File: config.mk
export PLATFORM = sky130hd
export DESIGN_NAME = inertial_delay_filter
export DESIGN_NICKNAME = d
export VERILOG_FILES = /design/src/rtl/inertial_delay_filter.sv
export SDC_FILE = /design/constraint.sdc
export NUM_CORES = 1
export LEC_CHECK = 0
export ABC_AREA = 1
export CAP_MARGIN = 20
export CORE_MARGIN = 1
export CORE_UTILIZATION = 50
export DETAILED_ROUTE_END_ITERATION = 12
export PLACE_DENSITY = 0.77
export SYNTH_ARGS = -nofsm -noshare
export SYNTH_HDL_FRONTEND = slang
export SYNTH_SLANG_ARGS = --single-unit
export TNS_END_PERCENT = 50
File: constraint.sdc
create_clock -name clk -period 4.1 [get_ports clk]
set_clock_uncertainty 0.2 [all_clocks]
set_input_delay 0.82 -clock clk [delete_from_list [all_inputs] [get_ports clk]]
set_output_delay 0.82 -clock clk [all_outputs]
set_load 0.02 [all_outputs]
File: src/rtl/inertial_delay_filter.sv
// Cycle-based inertial delay for one synchronous control bit: dout only follows
// din once the new level has been sampled on DELAY consecutive clock edges.
module inertial_delay_filter #(
    parameter int          DELAY = 4,
    parameter logic        INIT  = 1'b0,
    parameter int unsigned GW    = 8
) (
    input  logic          clk,
    input  logic          rst_n,
    input  logic          en,
    input  logic          din,
    input  logic          clr_cnt,
    output logic          dout,
    output logic          pending,
    output logic          glitch,
    output logic [7:0]    glitch_len,
    output logic [GW-1:0] glitch_cnt,
    output logic          dbg_state
);

    generate
        if (DELAY < 1 || DELAY > 255) begin : g_bad_delay
            $error("inertial_delay_filter: DELAY must be in 1..255");
        end
    endgenerate

    // Handshake-free block: din is sampled on every rising edge, all outputs
    // are registered and change only on that edge or on asynchronous reset.

    typedef enum logic {
        IDLE = 1'b0,
        PEND = 1'b1
    } state_t;

    localparam logic [7:0]    LAST    = 8'(DELAY - 1);
    localparam logic [GW-1:0] CNT_MAX = '1;

    state_t        state_q, state_d;
    logic [7:0]    cnt_q, cnt_d;
    logic          dout_q, dout_d;
    logic          glitch_q, glitch_d;
    logic [7:0]    glitch_len_q, glitch_len_d;
    logic [GW-1:0] glitch_cnt_q, glitch_cnt_d;
    logic [GW-1:0] cnt_base;
    logic          differs;

    assign differs = (din != dout_q);
    // A same-cycle clear wins first, so a coincident glitch then counts as one.
    assign cnt_base = clr_cnt ? '0 : glitch_cnt_q;

    always_ff @(posedge clk or negedge rst_n) begin
        if (!rst_n) begin
            state_q      <= IDLE;
            cnt_q        <= 8'd0;
            dout_q       <= INIT;
            glitch_q     <= 1'b0;
            glitch_len_q <= 8'd0;
            glitch_cnt_q <= '0;
        end else begin
            state_q      <= state_d;
            cnt_q        <= cnt_d;
            dout_q       <= dout_d;
            glitch_q     <= glitch_d;
            glitch_len_q <= glitch_len_d;
            glitch_cnt_q <= glitch_cnt_d;
        end
    end

    always_comb begin
        state_d      = state_q;
        cnt_d        = cnt_q;
        dout_d       = dout_q;
        glitch_d     = 1'b0;
        glitch_len_d = glitch_len_q;
        glitch_cnt_d = cnt_base;

        if (!en) begin
            // Bypass: plain register, any candidate is dropped without a report.
            dout_d  = din;
            state_d = IDLE;
            cnt_d   = 8'd0;
        end else begin
            unique case (state_q)
                IDLE: begin
                    if (differs) begin
                        if (DELAY == 1) begin
                            dout_d = din;
                        end else begin
                            state_d = PEND;
                            cnt_d   = 8'd1;
                        end
                    end
                end
                PEND: begin
                    if (differs) begin
                        if (cnt_q == LAST) begin
                            dout_d  = din;
                            cnt_d   = 8'd0;
                            state_d = IDLE;
                        end else begin
                            cnt_d = cnt_q + 8'd1;
                        end
                    end else begin
                        // The candidate level died before maturing.
                        state_d      = IDLE;
                        cnt_d        = 8'd0;
                        glitch_d     = 1'b1;
                        glitch_len_d = cnt_q;
                        if (cnt_base != CNT_MAX) begin
                            glitch_cnt_d = cnt_base + 1'b1;
                        end
                    end
                end
                default: begin
                    state_d = IDLE;
                    cnt_d   = 8'd0;
                end
            endcase
        end
    end

    assign dout       = dout_q;
    assign pending    = (state_q == PEND);
    assign glitch     = glitch_q;
    assign glitch_len = glitch_len_q;
    assign glitch_cnt = glitch_cnt_q;
    assign dbg_state  = state_q;

endmodule

; ---- After elaboration in Yosys (flattened, before gate mapping)
; Index checks and enable logic that the tools add are counted.
[word_totals]
register_bits = 27
out_inout_bits = 20
wordCells = 41
[op_classes]
addsub = 2
n_eq_ne = 7
n_mux = 22
bitwise_logic = 2
reduce_logical = 2
[ops]
columns = operator, n
row1 = 8-bit 2-to-1 mux, 9
row2 = "8-bit by 1-bit adder with 8-bit output, second input constant", 2
row3 = 8-bit one-hot mux with 2 select lines, 1
row4 = 1-bit 2-to-1 mux, 11
row5 = "8-bit by 2-bit equality test with 1-bit output, second input constant", 1
row6 = "8-bit inequality test, second input constant", 1
row7 = "2-bit by 1-bit inequality test with 1-bit output, second input constant", 3
row8 = 3-bit AND reduction, 2
row9 = "3-bit inequality test, second input constant", 1
row10 = 1-bit inverter, 2
row11 = 1-bit one-hot mux with 2 select lines, 1
row12 = 1-bit inequality test, 1

; ---- Depth between registers and ports, before layout
; Gate-level depths: netlist (run 1).
[logic_depth]
ltp_word = 6
depth_mapped = 9
mapped_depth_nobuf = 9

; ---- Worst setup path before layout (run 1)
; Ideal clock, no wire load.
[synth_path]
path_kind = input port to flip-flop
from = input clr_cnt
to = register glitch_cnt_q[1] (netlist: glitch_cnt[1])
setup_ps = 113
t_arrival_ps = 1604
path_slack_ps = 2183
cell_stages = 9
path_buffers = 1
path_cell_list = inv_2 buf_6 nand2_2 nor2_1 nand3_1 nand4_1 nand2_1 nand2_1 inv_1
[synth_between]
elab_chain_len = 6
[synth_rtl]
columns = item, line_no
row1 = from (decl), 12  ; input logic clr_cnt,
row2 = 8-bit 2-to-1 mux *, 49  ; assign cnt_base = clr_cnt ? '0 : glitch_cnt_q;
row3 = 8-bit by 1-bit adder with 8-bit output / 8-bit inequality test (equally long branches), "110, 109"
row4 = 8-bit 2-to-1 mux, 109  ; if (cnt_base != CNT_MAX) begin
row5 = 8-bit 2-to-1 mux, 95  ; if (differs) begin
row6 = 8-bit 2-to-1 mux, 83  ; unique case (state_q)
row7 = 8-bit 2-to-1 mux *, 77  ; if (!en) begin
row8 = named net glitch_cnt_d[1], 43  ; logic [GW-1:0] glitch_cnt_q, glitch_cnt_d;
row9 = to (signal assigned), 65  ; glitch_cnt_q <= glitch_cnt_d;
row10 = to (decl), 43
; The timed path passes the listed nets; every way through them passes the cells marked *.
; A chain may end at the register's enable or synchronous reset.

; ---- Final worst setup path (run 1)
[layout_path]
from = register state_q (netlist: dbg_state)
to = output dbg_state
[layout_lines]
columns = item, line_no
row1 = from (decl), 38  ; state_t state_q, state_d;
row2 = from (signal assigned), 60  ; state_q <= state_d;
row3 = to (decl), 18  ; output logic dbg_state
; No word-level cell between the ends.

==> results.sh, run 1 <==
export IMPL_status="finished clean"
export IMPL_grt_pass1_wl_um=4120
export IMPL_critical_path_required_ns=3.08
export IMPL_cts_setup_buffers=0
export IMPL_tightest_slew_ns=0.444
export IMPL_root_buffer="clkbuf_4"
export IMPL_stdcell_count=225
export IMPL_clk_path_buf_depth=2
export IMPL_ys_warnings_count=0
export IMPL_cts_tree="done"
export IMPL_ff_latch_area_um2=676
export IMPL_first_iter_violations=34
export IMPL_htreeDepth=1
export IMPL_gr_total_overflow=0
export IMPL_arrival_ns=1.41
export IMPL_hp_start="glitch_len[6]"
export IMPL_synth_seq_area_share=0.497
export IMPL_synth_seq_cells=27
export IMPL_drtPass1Iterations=4
export IMPL_leakagePower_uw=0.000795
export IMPL_dpl_cell_area_um2=1610
export IMPL_path_max_fanout=6
export IMPL_timing_rr_start="dout"
export IMPL_antenna_found_initial=0
export IMPL_setup_tns_final_ns=0
export IMPL_crit_family="buffers and inverters"
export IMPL_cp_cell_sequence="clkdlybuf4s50_1"
export IMPL_synth_area_per_cell_um2=8.04
export IMPL_preCtsSetupSlack_ns=1.48
export IMPL_critPathCaptureType="primary output"
export IMPL_grt_pass1_vias=981
export IMPL_setup_viol=0
export IMPL_synth_nets=175
export IMPL_slew_violations=0
export IMPL_syn_area_um2=1360
export IMPL_finalWorstSetupSlack_ns=1.67
export IMPL_finalHoldViolCount=0
export IMPL_placementRows=18
export IMPL_cp_start_kind="flip-flop"
export IMPL_period_share=0.592
export IMPL_cts_repair_resized=0
export IMPL_routed_via_density=5.19
export IMPL_maxSlewHeadroom=0.702
export IMPL_wl_per_cell_um=11.3
export IMPL_grt_max_degree=28
export IMPL_cts_hold_buf=0
export IMPL_synth_cells=169
export IMPL_numCtsBuffers=3
export IMPL_diodes=0
export IMPL_grt_total_usage=0.195
export IMPL_dieArea_um2=2930
export IMPL_die_w_um=54.1
export IMPL_vias=1167
export IMPL_cp_slowest_cell="clkdlybuf4s50_1"
export IMPL_tritoncts_num_sinks=27
export IMPL_drv_cap=0
export IMPL_port_buffer_count=24
export IMPL_clkLatencyLatePin_ns=0.32
export IMPL_drive_gt1_frac=0.0769
export IMPL_power_uw=467
export IMPL_antenna_left=0
export IMPL_worst_setup_path_type="flip-flop to primary output"
export IMPL_mostFrequentLayoutCell="nand2_1"
export IMPL_place_gp_congestion=0.860
export IMPL_synth_cell_type_count=24
export IMPL_hpwl_um=1960
export IMPL_syn_to_final_growth_pct=21.0
export IMPL_p_per_area_nw_per_um2=284
export IMPL_critPathLaunch="dbg_state"
export IMPL_fmax_ghz=0.412
export IMPL_rsz0062_at_grt="no"
export IMPL_path_clk_slew_ns=0.14
export IMPL_dpl_cell_count=221
export IMPL_die_y_um=54.1
export IMPL_wl_um=2550
export IMPL_multiInputGateArea_um2=568
export IMPL_min_period_ns=2.43
export IMPL_finish_instance_area_um2=1640
export IMPL_hp_class="flip-flop to flip-flop"
export IMPL_cpPeakStageDelay_ns=0.63
export IMPL_final_cell_mix="nand2_1, dfrtp_1, clkdlybuf4s50_1, inv_1, nand3_1"
export IMPL_crit_buf_inv=1
export IMPL_drc=0
export IMPL_initial_core_util=0.539
export IMPL_nets=202
export IMPL_fillers=215
export IMPL_core_area_um2=2520
export IMPL_boundaryPins=25
export IMPL_irDropWorstVdd_mv=0.215
cells in the mapped netlist (all sizes together):
| library cell | instances | area, um2 |
|---|---|---|
| xor2 | 3 | 26.3 |
| or2 | 1 | 6.26 |
| a21oi | 1 | 5.00 |
| inv | 22 | 85.1 |
| buf | 3 | 30.0 |
| nand3 | 17 | 85.1 |
| ha | 1 | 12.5 |
| nor2 | 13 | 66.3 |
| nor3 | 1 | 5.00 |
| o21ai | 16 | 80.1 |
| nand3b | 1 | 7.51 |
| xnor2 | 1 | 8.76 |
| nand2 | 55 | 214 |
| o22ai | 1 | 12.5 |
| a22oi | 1 | 7.51 |
| dfrtp | 27 | 676 |
| nand4 | 5 | 31.3 |
layer usage:
layer	part of all wire	GRT usage	vias up
li1	-	-	593
met1	0.48	0.271	540
met2	0.45	0.309	30
met3	0.050	0.0254	4
met4	0.012	0.0641	0
met5	0	0	-
power by group:
part           total, uW  leakage, uW  internal, uW  switching (uW)
combinational       66.8     0.000409          26.6            40.2
clock                116    0.0000139          37.3            79.0
sequential           284     0.000371           275            8.39
logic make-up (layout without fill, tap and decap cells):
kind of cell	count (synthesis)	in the layout	synth area share
AO/OA/AOI/OAI	19	19	0.0773
buffers and inverters	25	51	0.0847
flip-flops	27	27	0.497
AND/OR/NAND/NOR	93	93	0.306
XOR/XNOR	4	4	0.0258
adder cells (fa/ha/maj)	1	1	0.00921
worst paths after layout:
check                           endpoint  slack (ns)  depth (start not counted)
setup / recovery               dbg_state        1.67                          1
hold / removal             glitch_len[6]        0.31                          2
setup reg to reg           glitch_cnt[7]        2.40                          4
hold reg to reg            glitch_len[6]        0.31                          2
max in group asynchronous       cnt_q[6]        2.81                          2
min in group asynchronous  glitch_cnt[4]        0.64                          2
stage by stage:
stage / hold WS, ns / util
floorplan: 0.271 / -
global placement: 0.270 / 0.640
detailed placement: 0.280 / 0.640
CTS: 0.315 / 0.652
global route: 0.331 / 0.652
finish: 0.308 / 0.652
final cells by class:
| type | instances | area share |
|---|---|---|
| Clock buffer | 3 | 0.0137 |
| Clock inverter | 1 | 0.00457 |
| Inverter | 22 | 0.0518 |
| Multi-Input combinational cell | 117 | 0.346 |
| Sequential cell | 27 | 0.411 |
| Tap cell | 30 | 0.0228 |
| Timing Repair Buffer | 25 | 0.151 |
state kept, by name (all words and copies together), names as in the netlist:
signal,count
glitch,1
glitch_len,8
glitch_cnt,8
dbg_state,1
cnt_q,8
dout,1
Power figures use the tool's default switching activity.
==> run 2: changes to the inputs <==
==> constraint.sdc (replaced) <==
create_clock -name clk -period 2.33 [get_ports clk]
set_clock_uncertainty 0.2 [all_clocks]
set_input_delay 0.466 -clock clk [delete_from_list [all_inputs] [get_ports clk]]
set_output_delay 0.466 -clock clk [all_outputs]
set_load 0.02 [all_outputs]
==> run 2 against run 1 <==
Against the previous run: total power up 79%; sequential share of layout area down 0.19 points; critical endpoint is now pending; largest cell class unchanged; routed wire length up 7.1%.
==> results.sh, run 2 (same netlist as run 1, synthesis figures left out) <==
export IMPL_status="finished clean"
export IMPL_setup_tns_final_ns=0
export IMPL_leakagePower_uw=0.000799
export IMPL_maxSlewHeadroom=0.708
export IMPL_numCtsBuffers=3
export IMPL_dieArea_um2=2930
export IMPL_path_clk_slew_ns=0.15
export IMPL_irDropWorstVdd_mv=0.325
export IMPL_core_area_um2=2520
export IMPL_highest_layer="met4"
export IMPL_antenna_left=0
export IMPL_drc=0
export IMPL_mostFrequentLayoutCell="nand2_1"
export IMPL_critPathCaptureType="primary output"
export IMPL_antenna_found_initial=0
export IMPL_crit_family="buffers and inverters"
export IMPL_cp_cell_sequence="clkdlybuf4s50_1"
export IMPL_rsz0062_at_grt="no"
export IMPL_placementRows=18
export IMPL_p_per_area_nw_per_um2=506
export IMPL_wl_met3_um=150
export IMPL_cts_hold_buf=0
export IMPL_nets=203
export IMPL_drive_gt1_frac=0.0816
export IMPL_boundaryPins=25
export IMPL_wl_met1_um=1250
export IMPL_grt_pass1_vias=1087
export IMPL_finalWorstSetupSlack_ns=0.231
export IMPL_hp_class="input pin to asynchronous set/reset pin"
export IMPL_dpl_cell_count=222
export IMPL_crit_buf_inv=1
export IMPL_routed_via_density=5.26
export IMPL_cts_tree="done"
export IMPL_period_share=0.901
export IMPL_root_buffer="clkbuf_4"
export IMPL_wl_um=2730
export IMPL_setup_viol=0
export IMPL_dr_wl_met2_um=1290
export IMPL_port_buffer_count=24
export IMPL_clk_path_buf_depth=2
export IMPL_min_period_ns=2.10
export IMPL_critical_path_required_ns=1.66
export IMPL_tightest_slew_ns=0.435
export IMPL_cts_repair_resized=0
export IMPL_grt_pass1_wl_um=4440
export IMPL_fillers=217
export IMPL_cp_slowest_cell="clkdlybuf4s50_1"
export IMPL_wl_per_cell_um=12.1
export IMPL_preCtsSetupSlack_ns=0.0150
export IMPL_arrival_ns=1.43
export IMPL_cp_start_kind="flip-flop"
export IMPL_gr_total_overflow=0
export IMPL_tritoncts_num_sinks=27
export IMPL_vias=1189
export IMPL_fmax_ghz=0.476
export IMPL_place_gp_congestion=0.876
export IMPL_worst_setup_path_type="flip-flop to primary output"
export IMPL_syn_to_final_growth_pct=21.5
export IMPL_initial_core_util=0.539
export IMPL_final_cell_mix="nand2_1, dfrtp_1, clkdlybuf4s50_1, inv_1, nand3_1"
export IMPL_grt_max_degree=28
export IMPL_stdcell_count=226
export IMPL_utilization=0.655
export IMPL_die_y_um=54.1
export IMPL_drv_cap=0
export IMPL_htreeDepth=1
export IMPL_grt_total_usage=0.211
export IMPL_drtPass1Iterations=4
export IMPL_first_iter_violations=29
export IMPL_die_w_um=54.1
export IMPL_clkLatencyLatePin_ns=0.34
export IMPL_path_max_fanout=6
export IMPL_slew_violations=0
export IMPL_cts_setup_buffers=0
export IMPL_hpwl_um=2070
export IMPL_finalHoldViolCount=0
export IMPL_cpPeakStageDelay_ns=0.64
export IMPL_diodes=0
==> run 2: changes by cell type in the layout (fill, tap and decap cells not counted) <==
cell,previous run,this run
buf_4,1,2
==> run 2: per-stage QoR <==
step / hold slack [ns] / instance area [um2] / power, uW
floorplan: -0.0296 / 1360 / 573
global placement: 0.271 / 1620 / 626
detailed placement: 0.282 / 1620 / 629
CTS: 0.287 / 1650 / 842
global route: 0.335 / 1650 / 868
finish: 0.274 / 1650 / 835
==> run 2: area by class of cell <==
| class | instances | area (um2) | area share |
|---|---|---|---|
| flip-flops and latches | 27 | 676 | 0.409 |
| clock inverters | 1 | 7.51 | 0.00455 |
| well taps | 30 | 37.5 | 0.0227 |
| clock buffers | 3 | 22.5 | 0.0136 |
| repair buffers | 26 | 255 | 0.155 |
| inverters | 22 | 85.1 | 0.0515 |
| multi-input cells | 117 | 568 | 0.344 |
==> run 2: power breakdown <==
group          switching [uW]  internal (uW)  total, uW
clock                     150           66.0        216
sequential               15.4            484        500
combinational            71.5           47.9        119
==> run 2: metal layers <==
layer  global-route usage  up-vias
met5                    0        -
met4               0.0769        0
met3               0.0311        7
met2                0.348       38
met1                0.278      550
li1                     -      594
==> run 2: path summary, 6_finish.rpt <==
check | from | to | slack (ns) | cells past startpoint
max | dbg_state | pending | 0.23 | 1
min | rst_n | glitch_cnt[4] | 0.27 | 2
max reg2reg | cnt_q[0] | cnt_q[0] | 0.63 | 6
min reg2reg | glitch_len[6] | glitch_len[6] | 0.31 | 2
max in group asynchronous | rst_n | cnt_q[6] | 1.41 | 2
min in group clk | glitch_len[6] | glitch_len[6] | 0.31 | 2
